File: config.mk
export PLATFORM = sky130hd
export DESIGN_NAME = mxv_result_drain
export DESIGN_NICKNAME = d
export VERILOG_FILES = /design/src/rtl/mxv_result_drain.sv
export SDC_FILE = /design/constraint.sdc
export NUM_CORES = 1
export LEC_CHECK = 0
export CAP_MARGIN = 40
export CORE_UTILIZATION = 45
export CTS_CLUSTER_SIZE = 12
export DETAILED_ROUTE_END_ITERATION = 8
export HOLD_SLACK_MARGIN = 0.08
export PLACE_DENSITY = 0.72
export SETUP_SLACK_MARGIN = 0.05
export SYNTH_ARGS = -nofsm -noshare
export SYNTH_HDL_FRONTEND = slang
export SYNTH_SLANG_ARGS = --single-unit
File: constraint.sdc
create_clock -name clk -period 2.46 [get_ports clk]
set_input_delay 0.492 -clock clk [delete_from_list [all_inputs] [get_ports clk]]
set_output_delay 0.492 -clock clk [all_outputs]
set_load 0.005 [all_outputs]
File: src/rtl/mxv_result_drain.sv
// Result drain for the matrix-vector multiply datapath: pops N words from the
// result FIFO into a local buffer, sums them, then streams them out on valid/ready.
module mxv_result_drain #(
    parameter int WORD_LENGTH = 8,
    parameter int MAX_LENGTH  = 8
) (
    input  logic                     clk,
    input  logic                     reset,
    input  logic                     start,
    input  logic [WORD_LENGTH-1:0]   Matrix_length,
    input  logic [WORD_LENGTH-1:0]   fifo_data,
    input  logic                     fifo_empty,
    output logic                     fifo_pop,
    output logic [WORD_LENGTH-1:0]   out_data,
    output logic                     out_valid,
    input  logic                     out_ready,
    output logic [WORD_LENGTH+2:0]   result_sum,
    output logic                     busy,
    output logic                     done,
    output logic                     error
);

    localparam int IDX_W = (MAX_LENGTH > 1) ? $clog2(MAX_LENGTH) : 1;
    localparam logic [WORD_LENGTH-1:0] ONE = WORD_LENGTH'(1);

    typedef enum logic [2:0] {
        S_IDLE,
        S_POP,
        S_CAPTURE,
        S_SEND,
        S_DONE
    } state_t;

    state_t                   state_q;
    logic [WORD_LENGTH-1:0]   len_q;
    logic [IDX_W-1:0]         widx_q;
    logic [IDX_W-1:0]         sidx_q;
    logic [WORD_LENGTH-1:0]   buf_q [MAX_LENGTH];
    logic [WORD_LENGTH+2:0]   sum_q;
    logic                     error_q;

    logic len_ok;
    logic last_w;
    logic last_s;

    assign len_ok = (Matrix_length != '0) && (int'(Matrix_length) <= MAX_LENGTH);
    assign last_w = (WORD_LENGTH'(widx_q) == len_q - ONE);
    assign last_s = (WORD_LENGTH'(sidx_q) == len_q - ONE);

    // Pop is gated by the live empty flag so it can never fire on an empty FIFO.
    assign fifo_pop   = (state_q == S_POP) && !fifo_empty;
    assign out_valid  = (state_q == S_SEND);
    assign out_data   = buf_q[sidx_q];
    assign busy       = (state_q != S_IDLE);
    assign done       = (state_q == S_DONE);
    assign error      = error_q;
    assign result_sum = sum_q;

    always_ff @(posedge clk) begin
        if (!reset) begin
            state_q <= S_IDLE;
            len_q   <= '0;
            widx_q  <= '0;
            sidx_q  <= '0;
            sum_q   <= '0;
            error_q <= 1'b0;
            for (int i = 0; i < MAX_LENGTH; i++) buf_q[i] <= '0;
        end else begin
            error_q <= 1'b0;
            case (state_q)
                S_IDLE: begin
                    if (start) begin
                        if (len_ok) begin
                            len_q   <= Matrix_length;
                            widx_q  <= '0;
                            sidx_q  <= '0;
                            sum_q   <= '0;
                            state_q <= S_POP;
                        end else begin
                            error_q <= 1'b1;
                        end
                    end
                end
                S_POP: begin
                    if (!fifo_empty) state_q <= S_CAPTURE;
                end
                // FIFO read data lands the cycle after the pop.
                S_CAPTURE: begin
                    buf_q[widx_q] <= fifo_data;
                    sum_q         <= sum_q + {3'b000, fifo_data};
                    if (last_w) begin
                        sidx_q  <= '0;
                        state_q <= S_SEND;
                    end else begin
                        widx_q  <= widx_q + 1'b1;
                        state_q <= S_POP;
                    end
                end
                S_SEND: begin
                    if (out_ready) begin
                        if (last_s) state_q <= S_DONE;
                        else        sidx_q  <= sidx_q + 1'b1;
                    end
                end
                S_DONE:  state_q <= S_IDLE;
                default: state_q <= S_IDLE;
            endcase
        end
    end

endmodule

==> summary.txt, run 1 <==
Synthesis
  • Number of standard cells after synthesis: 381
  • Post-Syn Area: 0.00470 mm^2
  • Sequential area share after synthesis: 54.5%
  • Synth unique cells: 56
  • Average cell area after synthesis: 12.3 um^2
  • Warnings, synthesis: 0
  • Async set or reset register ratio after synthesis: 0%
  • Number of flops mapped to enable cells by yosys: 64
  • Synthesis-stage register bit count: 96
  • Synthesized Nets: 414
  • Predominant post-synthesis flop cell: sky130_fd_sc_hd__edfxtp_1

Global route
  • Number of global-route vias before repair: 3,550
  • Wire length of the first global-routing pass: 17,700 um
  • Number of antenna violations at the first check in global routing: 0
  • Total routing usage reported by global routing: 21.3%
  • Met2 global-route usage: 39.6%
  • Top Usage Layer GRT: met2
  • Maximum number of pins on one net before global-route repair: 25
  • Met3 track demand over resource in global routing: 4.51%
  • Total overflow reported by the global router: 0
  • Met1 global-route usage: 24.9%

Die
  • Starting density of the core: 47.2%
  • Die H: 104 um
  • Boundary pin count: 45
  • Total core area: 0.00995 mm^2
  • Die X-Extent: 104 um
  • Die ar.: 0.0109 mm^2
  • Placement Rows: 36

Cells and area
  • Fraction of layout cells with a size suffix above 1: 22.3%
  • Final-layout fill cell count: 838
  • Area growth from synthesis to layout: 26.3%
  • Ant. Diodes: 0
  • Nets: 503
  • Final Instance Count excl. Fillers: 608

Drt
  • Number of iterations in the first detailed-routing pass: 4
  • Vias: 3,303
  • DR WL/cell: 17.7 um
  • Drt initial violations: 117
  • Average via count per standard cell: 5.43
  • Number of design rule violations left after detail routing: 0
  • Count of nets left with antenna violations after detail routing: 0
  • Post-detailed-routing wire length: 10,800 um

Timing
  • Post-route minimum period: 2430 ps
  • Clock skew after layout: 8.21 ps
  • Setup-failing EPs final: 0
  • Relative max-transition margin: 60.4%
  • Number of pins with negative max-slew slack in the final report: 0
  • Worst slew pin tran: 592 ps
  • Fin. Hold Viols: 0
  • Unrepaired setup endpoints after global routing: yes
  • Final period utilization: 98.6%
  • Final worst slack: 34.8 ps
  • Achievable clock frequency: 0.412 GHz

Worst setup path
  • Critical Path RT: 1970 ps
  • Category of the worst setup path capture point: primary output
  • Crit Path Class: reg2out
  • Crit path launch type: flop
  • Arrival time reported for the critical path endpoint: 1930 ps
  • Worst Reg-to-Reg Cells: 7
  • Reg2reg start: len_q[1]
  • Flop-to-flop setup slack: 210 ps
  • Biggest fanout along the worst timing path: 8

Min path
  • Worst hold start: len_q[7]
  • Worst hold path depth: 1
  • Path class of the lowest-slack min-delay path: reg2reg
  • Worst hold path endpoint: len_q[7]

Clock network
  • Clock buffer depth: 2
  • Later-pin clock latency in the skew report: 360 ps
  • Clock transition at path regs: 90 ps
  • Inserted Clock Buffers: 9
  • Clock root cell: sky130_fd_sc_hd__clkbuf_8
  • Sinks on Clock Net: 96
  • TritonCTS clock tree: yes
  • H-tree lvl count: 3

Place
  • Number of instances in the placed design: 579
  • HPWL after detailed placement: 7630 um
  • Final weighted congestion in routability-driven placement: 0.792
  • Worst Setup Slack post-DPL: -246 ps
  • IO Port Bufs: 44

Flow run
  • Max-capacitance violation count: 0

Power and ir drop
  • Leakage power total: 2.30 nW
  • Cell Pwr Density: 510 mW/mm^2
  • Peak supply drop: 0.322 mV

Status
  • Status: finished, final reports clean
-- worst max-delay path by stage --
stage                           endpoint          from
after detailed placement  result_sum[10]  fifo_data[0]
after floorplan              out_data[0]          flop
final                        out_data[0]          flop
after global placement    result_sum[10]  fifo_data[0]
after global routing         out_data[2]          flop
after CTS                    out_data[0]          flop
-- cell families (layout without fill, tap and decap cells) --
logic type / after synthesis / count (layout) / synth area share [%]
simple gates: 153 / 153 / 18.8
flops: 96 / 96 / 54.5
compound gates: 53 / 53 / 7.48
mux: 30 / 30 / 10.9
buf+inv: 24 / 118 / 2.24
xor+xnor: 13 / 13 / 2.72
fa+ha+maj: 12 / 12 / 3.35
-- registers in the layout, summed over array words and instances, names as in the netlist, named ones only --
signal / cells
sidx_q: 3
len_q: 8
buf_q: 64
widx_q: 3
error: 1
state_q: 3
result_sum: 11
-- per-layer routing --
metal / vias to the layer above / share of wire (%)
met2: 71 / 53
met4: 0 / 1.1
met1: 1623 / 42
met5: - / 0
li1: 1602 / -
met3: 7 / 3.7
-- cell usage after synthesis, drive strengths merged (2+ instances only) --
master  number  share of area [%]
a211oi       2               0.32
a21o         2               0.32
a21oi        9               0.96
a22oi        5               0.80
a311oi       2               0.37
and2        65                8.7
and3         5               0.67
buf          4               0.40
clkbuf      11                1.1
dfxtp       32                 14
edfxtp      64                 41
ha          11                2.9
inv          9               0.72
mux2         8                1.9
mux2i        6                1.3
mux4        16                7.7
nand2       13                1.0
nand2b       8                1.1
nand3        8               0.85
nand4        2               0.27
nor2        19                1.5
nor3        10                1.2
nor3b        2               0.32
nor4         5               0.67
o211ai       3               0.48
o21ai       14                1.5
o21bai       2               0.32
o221ai       2               0.37
o31ai        3               0.48
or2          2               0.32
or3          5               0.67
or4          4               0.64
xnor2        3               0.56
xor2         9                1.7
-- where the power goes --
part	internal [W]	switching, W	leakage (nW)
logic	0.0000991	0.000101	1.29
clock network	0.000488	0.000576	0.0969
registers	0.00175	0.0000125	0.919
-- stage by stage --
stage | cell area (um^2) | total power (W) | utilization (%) | hold slack (ps) | TNS [ps]
floorplan | 4700 | 0.00188 | - | 473 | 0
global placement | 5530 | 0.00199 | 55.6 | 485 | -769
detailed placement | 5530 | 0.00200 | 55.6 | 492 | -1160
CTS | 5890 | 0.00306 | 59.2 | 516 | 0
global route | 5940 | 0.00313 | 59.6 | 531 | -100
finish | 5940 | 0.00303 | 59.6 | 512 | 0
-- cell usage in the layout (no fill, tap or decap), types with 5 or more instances in the layout --
cell type and n:
sky130_fd_sc_hd__a21oi_1 8, sky130_fd_sc_hd__a22oi_1 5, sky130_fd_sc_hd__and2_1 65, sky130_fd_sc_hd__and3_1 5, sky130_fd_sc_hd__buf_4 38, sky130_fd_sc_hd__buf_6 12, sky130_fd_sc_hd__clkbuf_8 9, sky130_fd_sc_hd__clkdlybuf4s50_1 36
sky130_fd_sc_hd__dfxtp_1 31, sky130_fd_sc_hd__edfxtp_1 64, sky130_fd_sc_hd__ha_1 10, sky130_fd_sc_hd__inv_1 9, sky130_fd_sc_hd__mux2_4 6, sky130_fd_sc_hd__mux2i_1 6, sky130_fd_sc_hd__mux4_2 16, sky130_fd_sc_hd__nand2_1 13
sky130_fd_sc_hd__nand2b_1 8, sky130_fd_sc_hd__nand3_1 8, sky130_fd_sc_hd__nor2_1 19, sky130_fd_sc_hd__nor3_1 9, sky130_fd_sc_hd__nor4_1 5, sky130_fd_sc_hd__o21ai_0 13, sky130_fd_sc_hd__or3_1 5, sky130_fd_sc_hd__xor2_1 9
-- worst max-delay path: stages, from the launching register on --
cell                      delay (ps)
sky130_fd_sc_hd__dfxtp_4         410
sky130_fd_sc_hd__buf_12          150
sky130_fd_sc_hd__buf_6           100
sky130_fd_sc_hd__mux4_2          510
sky130_fd_sc_hd__mux2_4          300
sky130_fd_sc_hd__buf_6           120
-- final cells by class --
cell class	count	area [um^2]	share of cell area (%)
Timing Repair Buffer	93	883	14.9
Sequential cell	96	2570	43.2
Multi-Input combinational cell	261	2080	35.1
Tap cell	133	166	2.80
Inverter	9	33.8	0.569
Clock buffer	10	128	2.15
Clock inverter	6	76.3	1.29
-- repair_timing --
item / CTS / global route
buffers inserted: 12 / 0
gates resized for setup: 49 / 7
gates cloned: 1 / 0
hold buffers: 0 / 0
endpoints found under the setup margin: 8 / 15
Note: power is estimated with default switching activity, not from simulation.
==> inputs of run 2 (changes only) <==
- CORE_ASPECT_RATIO: unset -> 1.5
- CTS_CLUSTER_DIAMETER: unset -> 40
==> run 2 against run 1 <==
Against the previous run: wire length rose by 1.3%; design area rose by 1.3%; highest routed layer unchanged; clock skew fell by 3.3 ps; flip-flop and latch count did not move; worst hold slack got worse by 11 ps; first-iteration DRC count rose by 42%; count of clock-buffer cells in the layout did not move; final cell count fell by 2.3%; fmax barely moved; via count rose by 1.0%.
==> summary.txt, run 2 (synthesis results as in run 1) <==
Die
  • Die ar.: 0.0109 mm^2 (about the same)
  • Boundary pin count: 45 (unchanged)
  • Placement Rows: 45 (+25%)
  • Die X-Extent: 85.4 um (-18%)
  • Starting density of the core: 46.4% (-0.84 points)
  • Die H: 127 um (+22%)
  • Total core area: 0.0101 mm^2 (+1.8%)

Flow run
  • Max-capacitance violation count: 0 (unchanged)

Clock network
  • H-tree lvl count: 3 (unchanged)
  • Clock root cell: sky130_fd_sc_hd__clkbuf_16
  • Later-pin clock latency in the skew report: 340 ps (-20 ps)
  • Clock buffer depth: 2 (unchanged)
  • Sinks on Clock Net: 96 (unchanged)
  • TritonCTS clock tree: yes
  • Inserted Clock Buffers: 9 (unchanged)
  • Clock transition at path regs: 60 ps (-30 ps)

Timing
  • Post-route worst hold slack: 501 ps (-11.3 ps)
  • Relative max-transition margin: 60.3% (-0.12 points)
  • Final worst slack: 37.1 ps (+2.24 ps)
  • Clock skew after layout: 4.92 ps (-3.30 ps)
  • Setup-failing EPs final: 0 (unchanged)
  • Unrepaired setup endpoints after global routing: yes
  • Number of pins with negative max-slew slack in the final report: 0 (unchanged)
  • Fin. Hold Viols: 0 (unchanged)
  • Post-route minimum period: 2420 ps (-2.24 ps)
  • Final period utilization: 98.5% (about the same)
  • Achievable clock frequency: 0.413 GHz (about the same)
  • Worst slew pin tran: 594 ps (+1.76 ps)

Drt
  • Drt initial violations: 166 (+42%)
  • Vias: 3,336 (+1.0%)
  • Number of design rule violations left after detail routing: 0 (unchanged)
  • Number of iterations in the first detailed-routing pass: 4 (unchanged)
  • Top routing layer in use: met4
  • Length of routed met2 wiring: 6000 um (+4.1%)
  • Length of routed met3 wiring: 435 um (+10%)
  • DR WL/cell: 18.4 um (+3.7%)
  • Detailed-routing wirelength on met1: 4030 um (-10%)
  • Count of nets left with antenna violations after detail routing: 0 (unchanged)
  • Average via count per standard cell: 5.62 (+3.4%)
  • Post-detailed-routing wire length: 10,900 um (+1.3%)

Worst setup path
  • Category of the worst setup path capture point: primary output
  • Critical Path RT: 1970 ps (about the same)
  • Crit Path Class: reg2out
  • Worst Reg-to-Reg Cells: 7 (unchanged)
  • Arrival time reported for the critical path endpoint: 1930 ps (about the same)
  • Reg2reg start: len_q[1]
  • Crit path launch type: flop
  • Flop-to-flop setup slack: 270 ps (+60 ps)
  • Biggest fanout along the worst timing path: 7 (-1)

Global route
  • Number of antenna violations at the first check in global routing: 0 (unchanged)
  • Maximum number of pins on one net before global-route repair: 26 (+4.0%)
  • Total routing usage reported by global routing: 21.5% (+0.16 points)
  • Total overflow reported by the global router: 0 (unchanged)
  • Number of global-route vias before repair: 3,422 (-3.6%)
  • Wire length of the first global-routing pass: 17,300 um (-2.0%)

Cells and area
  • Nets: 506 (+0.60%)
  • Commonest cells after routing, fill and taps aside: 65 x sky130_fd_sc_hd__and2_1, 64 x sky130_fd_sc_hd__edfxtp_1, 45 x sky130_fd_sc_hd__buf_4
  • Final cell area excluding filler cells: 0.00601 mm^2 (+1.3%)
  • Most flops, register: buf_q
  • Area growth from synthesis to layout: 27.9%
  • Most common cell after layout, fill and taps aside: sky130_fd_sc_hd__and2_1
  • Fraction of layout cells with a size suffix above 1: 22.6% (+0.33 points)
  • Flip-flop count of the largest register, all copies and words added: 64 (unchanged)
  • Ant. Diodes: 0 (unchanged)

Min path
  • Worst hold path endpoint: len_q[4]
  • Worst hold path depth: 1 (unchanged)
  • Worst hold start: len_q[4]
  • Path class of the lowest-slack min-delay path: reg2reg

Place
  • Placed standard-cell area: 0.00558 mm^2 (+0.91%)
  • HPWL after detailed placement: 7750 um (+1.6%)
  • Worst Setup Slack post-DPL: -272 ps (-25.8 ps)
  • IO Port Bufs: 44 (unchanged)
  • Final weighted congestion in routability-driven placement: 0.823 (+3.9%)

Status
  • Status: finished, final reports clean

Power and ir drop
  • Peak supply drop: 0.390 mV (+21%)
  • Cell Pwr Density: 572 mW/mm^2 (+12%)
  • Leakage power total: 2.38 nW (+3.5%)
  • Overall power of the completed layout: 0.00344 W (+14%)
[run 2: layout make-up]
cell class,count,area (um^2)
sequential,96,2570
fill,827,4120
multi-input combinational,261,2070
clock buffer,10,229
timing repair buffer,96,883
clock inverter,5,82.6
tap,117,146
inverter,9,33.8
[run 2: routing by layer]
metal  vias to the layer above  global-route usage (%)
met1                      1625                    23.2
met4                         0                    12.2
met2                        79                    39.3
li1                       1607                       -
met3                        25                    3.49
met5                         -                       0
[run 2: repair_timing]
action                                  CTS  global route
buffers inserted                          9             0
pin swaps                                 0             1
resized for setup                        39             9
cloned                                    1             0
endpoints found under the setup margin    8            15
hold buffers                              0             0
[run 2: how the worst max path moves through the flow]
stage / endpoint / cells after the start / slack (ps)
2_1_floorplan: out_data[0] / 4 / 170
3_3_place_gp: result_sum[10] / 9 / -240
3_5_place_dp: result_sum[10] / 9 / -270
4_1_cts: out_data[3] / 5 / 30
5_1_grt: out_data[2] / 5 / -0.6
6_report: out_data[3] / 5 / 40
[run 2: metrics by stage]
step                      instances  utilization, %  TNS (ps)
after detailed placement        569            55.1     -1150
after CTS                       594            59.2         0
after floorplan                 381               -         0
final                           594            59.3         0
after global routing            594            59.3    -0.567
after global placement          569            55.1      -878
[run 2: worst max-delay path, stage by stage, from the launching register on]
cell	delay, ps
sky130_fd_sc_hd__dfxtp_4	400
sky130_fd_sc_hd__buf_12	140
sky130_fd_sc_hd__buf_4	110
sky130_fd_sc_hd__mux4_2	530
sky130_fd_sc_hd__mux2_4	300
sky130_fd_sc_hd__buf_6	120
[run 2: power by group]
part	switching (W)	internal, W	leakage, nW
registers	0.0000117	0.00175	0.920
clock network	0.000584	0.000887	0.153
logic	0.000103	0.000103	1.31
total	0.000698	0.00274	2.38
==> inputs of run 3 (changes only) <==
- SLEW_MARGIN: unset -> 20
==> results of run 3 <==
The final DEF is identical to that of run 2; final timing and power are the same.
